$ cat src/rtl/branch_predictor_pkg.sv
// Shared constants and helpers for the dynamic branch predictor and the
// pipeline registers that carry the prediction down to EX.
package branch_predictor_pkg;

  localparam int PC_W    = 32;
  localparam int TGT_LSB = 2;
  localparam int TGT_W   = PC_W - TGT_LSB;

  // One operation per cycle on a saturating counter; LOAD wins by construction.
  typedef enum logic [1:0] {
    CTR_HOLD = 2'd0,
    CTR_INC  = 2'd1,
    CTR_DEC  = 2'd2,
    CTR_LOAD = 2'd3
  } ctr_op_e;

  // Freshly allocated entries start weakly taken: only the MSB set.
  function automatic int unsigned ctr_weak_taken(input int unsigned width);
    return 32'd1 << (width - 1);
  endfunction

endpackage

$ cat src/rtl/branch_predictor_sat_counter.sv
// Saturating up/down counter with parallel load; used for the per-entry
// direction counters and for both statistics counters.
module sat_counter
  import branch_predictor_pkg::*;
#(
  parameter int WIDTH = 2
) (
  input  logic             clk,
  input  logic             reset,
  input  ctr_op_e          op,
  input  logic [WIDTH-1:0] load_val,
  output logic [WIDTH-1:0] count
);

  always_ff @(posedge clk) begin
    if (reset) begin
      count <= '0;
    end else begin
      case (op)
        CTR_INC:  if (count != '1) count <= count + WIDTH'(1);
        CTR_DEC:  if (count != '0) count <= count - WIDTH'(1);
        CTR_LOAD: count <= load_val;
        default:  count <= count;
      endcase
    end
  end

endmodule

$ cat src/rtl/branch_predictor.sv
// Direct-mapped BTB with per-entry saturating direction counters: predicts
// at fetch, trains and detects mispredictions on branches resolved in EX.
module branch_predictor
  import branch_predictor_pkg::*;
#(
  parameter int ENTRIES = 64,
  parameter int TAG_W   = 8,
  parameter int CTR_W   = 2,
  parameter int CNT_W   = 16
) (
  input  logic            clk,
  input  logic            reset,
  input  logic            bp_en,
  input  logic [PC_W-1:0] if_pc,
  output logic            pred_taken,
  output logic [PC_W-1:0] pred_target,
  input  logic            upd_valid,
  input  logic [PC_W-1:0] upd_pc,
  input  logic            upd_taken,
  input  logic [PC_W-1:0] upd_target,
  input  logic            upd_pred_taken,
  input  logic [PC_W-1:0] upd_pred_target,
  output logic            mispredict,
  output logic [PC_W-1:0] redirect_pc,
  output logic [CNT_W-1:0] branch_cnt,
  output logic [CNT_W-1:0] mispred_cnt
);

  localparam int IDX_W = $clog2(ENTRIES);
  localparam logic [CTR_W-1:0] WEAK_TAKEN = CTR_W'(ctr_weak_taken(CTR_W));

  logic             valid   [ENTRIES];
  logic [TAG_W-1:0] tags    [ENTRIES];
  logic [TGT_W-1:0] targets [ENTRIES];
  logic [CTR_W-1:0] ctrs    [ENTRIES];

  logic [IDX_W-1:0] if_idx;
  logic [TAG_W-1:0] if_tag;
  logic             if_hit;
  logic [IDX_W-1:0] upd_idx;
  logic [TAG_W-1:0] upd_tag;
  logic             upd_hit;
  logic             unused_pc_bits;

  assign if_idx  = if_pc[IDX_W+1:2];
  assign if_tag  = if_pc[IDX_W+TAG_W+1:IDX_W+2];
  assign upd_idx = upd_pc[IDX_W+1:2];
  assign upd_tag = upd_pc[IDX_W+TAG_W+1:IDX_W+2];
  assign unused_pc_bits = ^{if_pc[1:0], if_pc >> (IDX_W + TAG_W + 2)};

  // Lookup reads the stored entry directly, so a same-cycle update is not seen.
  assign if_hit      = valid[if_idx] && (tags[if_idx] == if_tag);
  assign pred_taken  = bp_en && !reset && if_hit && ctrs[if_idx][CTR_W-1];
  assign pred_target = pred_taken ? {targets[if_idx], 2'b00} : '0;

  assign upd_hit = valid[upd_idx] && (tags[upd_idx] == upd_tag);

  always_comb begin
    mispredict  = 1'b0;
    redirect_pc = '0;
    if (upd_valid) begin
      mispredict  = (upd_taken != upd_pred_taken) ||
                    (upd_taken && (upd_target != upd_pred_target));
      redirect_pc = upd_taken ? upd_target : upd_pc + PC_W'(4);
    end
  end

  // Taken branches either refresh the target of a hit or evict whatever lives at the index.
  always_ff @(posedge clk) begin
    if (reset) begin
      for (int i = 0; i < ENTRIES; i++) valid[i] <= 1'b0;
    end else if (upd_valid && upd_taken) begin
      valid[upd_idx]   <= 1'b1;
      tags[upd_idx]    <= upd_tag;
      targets[upd_idx] <= upd_target[PC_W-1:TGT_LSB];
    end
  end

  for (genvar i = 0; i < ENTRIES; i++) begin : g_entry
    ctr_op_e op;

    always_comb begin
      op = CTR_HOLD;
      if (upd_valid && (upd_idx == IDX_W'(i))) begin
        if (upd_hit)        op = upd_taken ? CTR_INC : CTR_DEC;
        else if (upd_taken) op = CTR_LOAD;
      end
    end

    sat_counter #(.WIDTH(CTR_W)) u_ctr (
      .clk      (clk),
      .reset    (reset),
      .op       (op),
      .load_val (WEAK_TAKEN),
      .count    (ctrs[i])
    );
  end

  ctr_op_e branch_op;
  ctr_op_e mispred_op;

  assign branch_op  = upd_valid  ? CTR_INC : CTR_HOLD;
  assign mispred_op = mispredict ? CTR_INC : CTR_HOLD;

  sat_counter #(.WIDTH(CNT_W)) u_branch_cnt (
    .clk      (clk),
    .reset    (reset),
    .op       (branch_op),
    .load_val ('0),
    .count    (branch_cnt)
  );

  sat_counter #(.WIDTH(CNT_W)) u_mispred_cnt (
    .clk      (clk),
    .reset    (reset),
    .op       (mispred_op),
    .load_val ('0),
    .count    (mispred_cnt)
  );

endmodule

$ cat config.mk
export PLATFORM = sky130hd
export DESIGN_NAME = branch_predictor
export DESIGN_NICKNAME = d
export VERILOG_FILES = /design/src/rtl/branch_predictor_pkg.sv /design/src/rtl/branch_predictor_sat_counter.sv /design/src/rtl/branch_predictor.sv
export SDC_FILE = /design/constraint.sdc
export NUM_CORES = 2
export LEC_CHECK = 0
export BUFFER_PORTS_ARGS = -buffer_cell sky130_fd_sc_hd__buf_2
export CORE_MARGIN = 8
export CORE_UTILIZATION = 35
export DETAILED_ROUTE_END_ITERATION = 10
export GPL_TIMING_DRIVEN = 0
export SLEW_MARGIN = 15
export SYNTH_ARGS = -nofsm -noshare
export SYNTH_HDL_FRONTEND = slang
export SYNTH_SLANG_ARGS = --single-unit
$ cat constraint.sdc
create_clock -name clk -period 11.6 [get_ports clk]
set_clock_uncertainty 0.15 [all_clocks]
set_input_delay 2.32 -clock clk [delete_from_list [all_inputs] [get_ports clk]]
set_output_delay 2.32 -clock clk [all_outputs]
set_load 0.005 [all_outputs]
Yosys cells after proc, flatten, opt, wreduce, memory -nomap -nowiden. Memory sizes are Yosys's and may differ from the RTL's. Index checks and enable logic that the tools add are counted.

Word-level logic and storage cells: 1222. Flip-flop bits (word level): 160. Memory bits (writable): 2496. Memories kept: 3.

Memory list: targets (words 64, width 30, rd ports 1, clocked after memory_dff 0, write ports 1, RTL line branch_predictor.sv:34) `logic [TGT_W-1:0] targets [ENTRIES];`; tags (words 64, width 8, rd ports 2, clocked after memory_dff 0, write ports 1, RTL line branch_predictor.sv:33) `logic [TAG_W-1:0] tags [ENTRIES];`; valid (words 64, width 1, rd ports 2, clocked after memory_dff 0, write ports 64, RTL line branch_predictor.sv:32) `logic valid [ENTRIES];`.

Add/sub/neg operators: 133. Reduce and logical (&&, ||, !) cells: 273. Bitwise operators: 1. Muxes and demuxes: 282. Equal/unequal tests: 463. $lt $le $gt $ge: 1.

Operator list (count): $mux W2 (197); $pmux W2 S3 (64); $ne A2 B1 Y1 const B (132); $eq A2 B2 Y1 const B (128); $reduce_and A3 Y1 (66); $reduce_bool A3 Y1 (66); $eq A6 B6 Y1 const B (32); $add A2 B1 Y2 const B (64); $eq A2 B1 Y1 const B (64); $ne A2 B2 Y1 const B (64); $reduce_bool A2 Y1 (64); $sub A2 B1 Y2 const B (64); $eq A6 B5 Y1 const B (16); $mux W32 (3); $pmux W16 S3 (2); $logic_and A1 B1 Y1 (71); $mux W16 (4); $eq A6 B4 Y1 const B (8); $add A16 B1 Y16 const B (2); $add A32 B3 Y32 const B (1); $ne A16 B16 Y1 const B (2); $ne A32 B32 Y1 (1); $reduce_bool A16 Y1 (2); $sub A16 B1 Y16 const B (2); 16 further kinds (34).

Longest topological paths before layout.
Depth in word-level cells: 8. Mapped depth: 17.

Modules after synthesis. A second synthesis with hierarchy kept.

Cells, all modules: 6362. Area, all modules: 114618.7 um^2.

By module, submodules not included: branch_predictor (cells an instance 4928, area an instance 103230.3 um^2, seq. area each 74311.3 um^2, times used 1); sat_counter (g_entry[0].u_ctr ...) (cells an instance 15, area an instance 122.6 um^2, seq. area each 40.0 um^2, times used 63); sat_counter (u_branch_cnt ...) (cells an instance 237, area an instance 1773.0 um^2, seq. area each 320.3 um^2, times used 2); sat_counter (g_entry[62].u_ctr) (cells an instance 15, area an instance 117.6 um^2, seq. area each 40.0 um^2, times used 1).

Least setup slack after synthesis. Ideal clock, no wire load.

Path type: in2out. From: input port if_pc[2]. To: output port pred_target[10]. Arrival: 5.515 ns. Cell stages on the path: 13. Setup slack: 3.615 ns. Path buffers: 9. Cells stage by stage: buf_2 buf_6 buf_4 buf_2 buf_2 buf_2 buf_2 buf_4 buf_2 mux4_2 mux4_2 mux2i_1 a211oi_2.

Word-level cells in the longest chain between the ends: 6.

RTL lines: start: declaration (RTL line branch_predictor.sv:14) `input logic [PC_W-1:0] if_pc,`; $mem_v2 Z64 W8 / $not A6 Y7 (equally long branches); $eq A8 B8 Y1 / $bmux W2 S6 (equally long branches) (RTL line branch_predictor.sv:52, branch_predictor.sv:53); $logic_and A1 B1 Y1 / $mux W2 (equally long branches) (RTL line branch_predictor.sv:52, branch_predictor.sv:53); $logic_and A1 B1 Y1 / $mux W2 (equally long branches) (RTL line branch_predictor.sv:53) `assign pred_taken = bp_en && !reset && if_hit && ctrs[if_idx][CTR_W-1];`; $logic_and A1 B1 Y1 (RTL line branch_predictor.sv:53); $mux W32 (*) (RTL line branch_predictor.sv:54) `assign pred_target = pred_taken ? {targets[if_idx], 2'b00} : '0;`; end: declaration (RTL line branch_predictor.sv:16) `output logic [PC_W-1:0] pred_target,`.

Mark *: on every way between the ends. The rest lies on a longest branch, timed or not. The select of a mux whose other input is x is not followed.

Worst setup path after layout.
From: input port if_pc[3]. To: output port pred_target[25].

Same word-level chain as after synthesis.

==> metrics <==
Critical Path Slowest Stage Cell=clkbuf_1; Crit Path Class=in -> out; Bufs and invs on worst path=9; vias per cell=6.22; initial antenna violation count=50; post-route setup TNS=0 ns; Worst EP arrival=8.42 ns; share of post-route cells with drive strength above 1=27.0%; Crit Path Max Fanout=10; total die area=334000 um^2; part of the cycle the worst path needs=93.9%; Layout fillers=27.7k; mapped cell area=111000 um^2; CP Capture Type=output pin; Root Driver=clkbuf_16; commonest non-fill, non-tap cell in the layout=edfxtp_1; first-pass GRT wire length=553000 um; dpl hpwl=277000 um; max-cap violations=1; final hold viol count=0; CTS tree=yes; final setup vio count=0; mean post-synth cell area=18.3 um^2; Clock transition at path regs=0.06 ns; Final Max Tran Viols=11; total number of vias=69.2k; Yosys reg bits=2656; routed length on met2=177000 um; gp weighted congestion=0.943; slowest stage delay, CP=0.81 ns; Slew Limit Headroom=-0.946%; met3 WL=52400 um; Post-CTS Setup Inserts=0; HP Start=valid[18]$_DFF_P_; CTS H-tree lvls=5; clock sinks=2656; Inserted Clock Buffers=289; largest net degree at the start of global routing=71; Die X-Extent=578 um; violated checks=capacitance limit, slew limit; PD cells=163 nW/um^2; nets=6845; WL met1=150000 um; Die Span Y=578 um; Layout area overhead=17.6%; ANT nets after route=0; core area=314000 um^2; post-cts sizing count=0; First-pass DRT Iterations=10; Worst Tran Pin Value=1.51 ns; Synth async-reset ratio=0%; Worst R2R Start=tags[47][2]$_DFFE_PP_; post-synthesis sequential area ratio=70.1%; Max Clk Rate=0.0918 GHz; Yosys Warn Count=0; gr ovfl total=0; unrepaired setup endpoints after global routing=false; Power, Total=0.0212 W; Required @ worst endpoint=9.13 ns; Worst-Skew Late Latency=0.95 ns; I/O Pins=232; design area=130000 um^2; Max Root-Sink Buffers=4; crit-path leading delay family=buffers and inverters; cts hold-fix bufs=0; Reg2Reg Depth=12; Crit. Startpoint=if_pc[3]; run status=finished, violations left; Setup crit start kind=input pin; post-placement cell count=10.6k; vias in the first global route=67.2k; Cell variety after synth=76; most frequent cells in the layout=edfxtp_1 (2432), mux4_2 (809), buf_2 (309), clkbuf_1 (309), clkbuf_16 (292); Most common cell on crit path=buf_2; final wirelength=409000 um; pre-CTS setup slack=0.789 ns; Register Area=77500 um^2; DR WL/cell=36.8 um; First DRT Iteration DRCs=12.4k; top sig layer=met5; DRC=0; worst ir drop on vdd=157 uV; # port buffers=205; worst min path class=reg -> reg; crit path time final=10.89 ns; area of the multi-input gates=31300 um^2; CP cell instances=buf_2 > buf_2 > buf_2 > buf_2 > buf_2 > buf_2 > clkbuf_1 > clkbuf_1 > mux4_2 > mux4_2 > mux2i_1 > a211oi_2 > buf_2; critical path depth=13; synthesized instance count=6045; Total GRT Usage=23.7%; Synth Flop Type=edfxtp_1; Post-synth EDFFs=2432; # rows=206; Worst Hold Depth=2; Placed Instance Area=121000 um^2; leakage power=40.3 nW; Initial Utilization=35.1%; final setup margin=0.706 ns; non-filler instance count after layout=11.1k
==> metal layers <==
| layer | GRT usage, % | vias up |
|---|---|---|
| met5 | 0.531 | - |
| met3 | 7.56 | 1337 |
| li1 | - | 26417 |
| met2 | 35.0 | 5357 |
| met4 | 13.9 | 20 |
| met1 | 30.6 | 36043 |
==> Yosys cell counts (43+ instances only) <==
cell,instances,area (um^2)
clkbuf_1,255,957
a22oi_1,103,773
a21oi_1,193,966
nand2_1,225,845
xor2_1,67,587
inv_1,96,360
edfxtp_1,2432,73000
nand4_1,46,288
nand3_1,101,505
o22ai_1,117,732
buf_2,133,666
mux4_2,809,18200
nor2b_1,43,269
dfxtp_1,224,4480
mux2i_1,53,531
o32ai_1,46,403
a221oi_1,91,797
o21ai_0,225,1130
nor2_1,229,860
nand2b_1,89,557
==> registers in the layout, indices dropped and copies added (netlist names) <==
register and flops:
u_mispred_cnt.count 16, u_branch_cnt.count 16, targets 1920, tags 512, g_entry.u_ctr.count 128, valid 64
==> report_power, final <==
part	switching, W	internal, W
clock	0.00395	0.00525
combinational	0.000937	0.000483
sequential	0.0000562	0.0105
total	0.00494	0.0162
==> metrics by stage <==
| stage | hold WS (ns) | util, % |
|---|---|---|
| after floorplan | 0.300 | - |
| after global placement | 0.325 | 37.1 |
| after detailed placement | 0.330 | 38.3 |
| after CTS | 0.338 | 41.3 |
| after global routing | 0.358 | 41.3 |
| final | 0.338 | 41.3 |
==> worst paths after layout <==
check | endpoint | slack, ns
min reg2reg | valid[18]$_DFF_P_ | 0.34
max reg2reg | g_entry[17].u_ctr.count[1]$_SDFFE_PP0P_ | 6.98
max | pred_target[25] | 0.71
min | valid[18]$_DFF_P_ | 0.34
==> tightest hold or removal path, delay by kind of cell, from the launching register on <==
family / cells / cell delay [ns]
flops: 1 / 0.33
buf+inv: 1 / 0.05
compound gates: 1 / 0.06
==> cells by family after synthesis <==
group	Yosys count	share of synthesized area, %
AOI/OAI and AO/OA	968	5.85
adders and majority gates	6	0.0679
muxes	878	17.1
buffers and inverters	541	2.07
other	1	0.00339
and+or+nand+nor	897	3.96
xor gates and xnor gates	98	0.777
DFF	2656	70.1
==> final cells by class <==
cell class	count	share of cell area, %
inverters	99	0.286
multi-input cells	2849	24.0
well taps	4160	4.00
repair buffers	368	3.32
flip-flops and latches	2656	59.6
plain buffers	442	1.49
diodes	23	0.0443
clock buffers	362	5.84
clock inverters	159	1.36
Power figures use the tool's default switching activity.
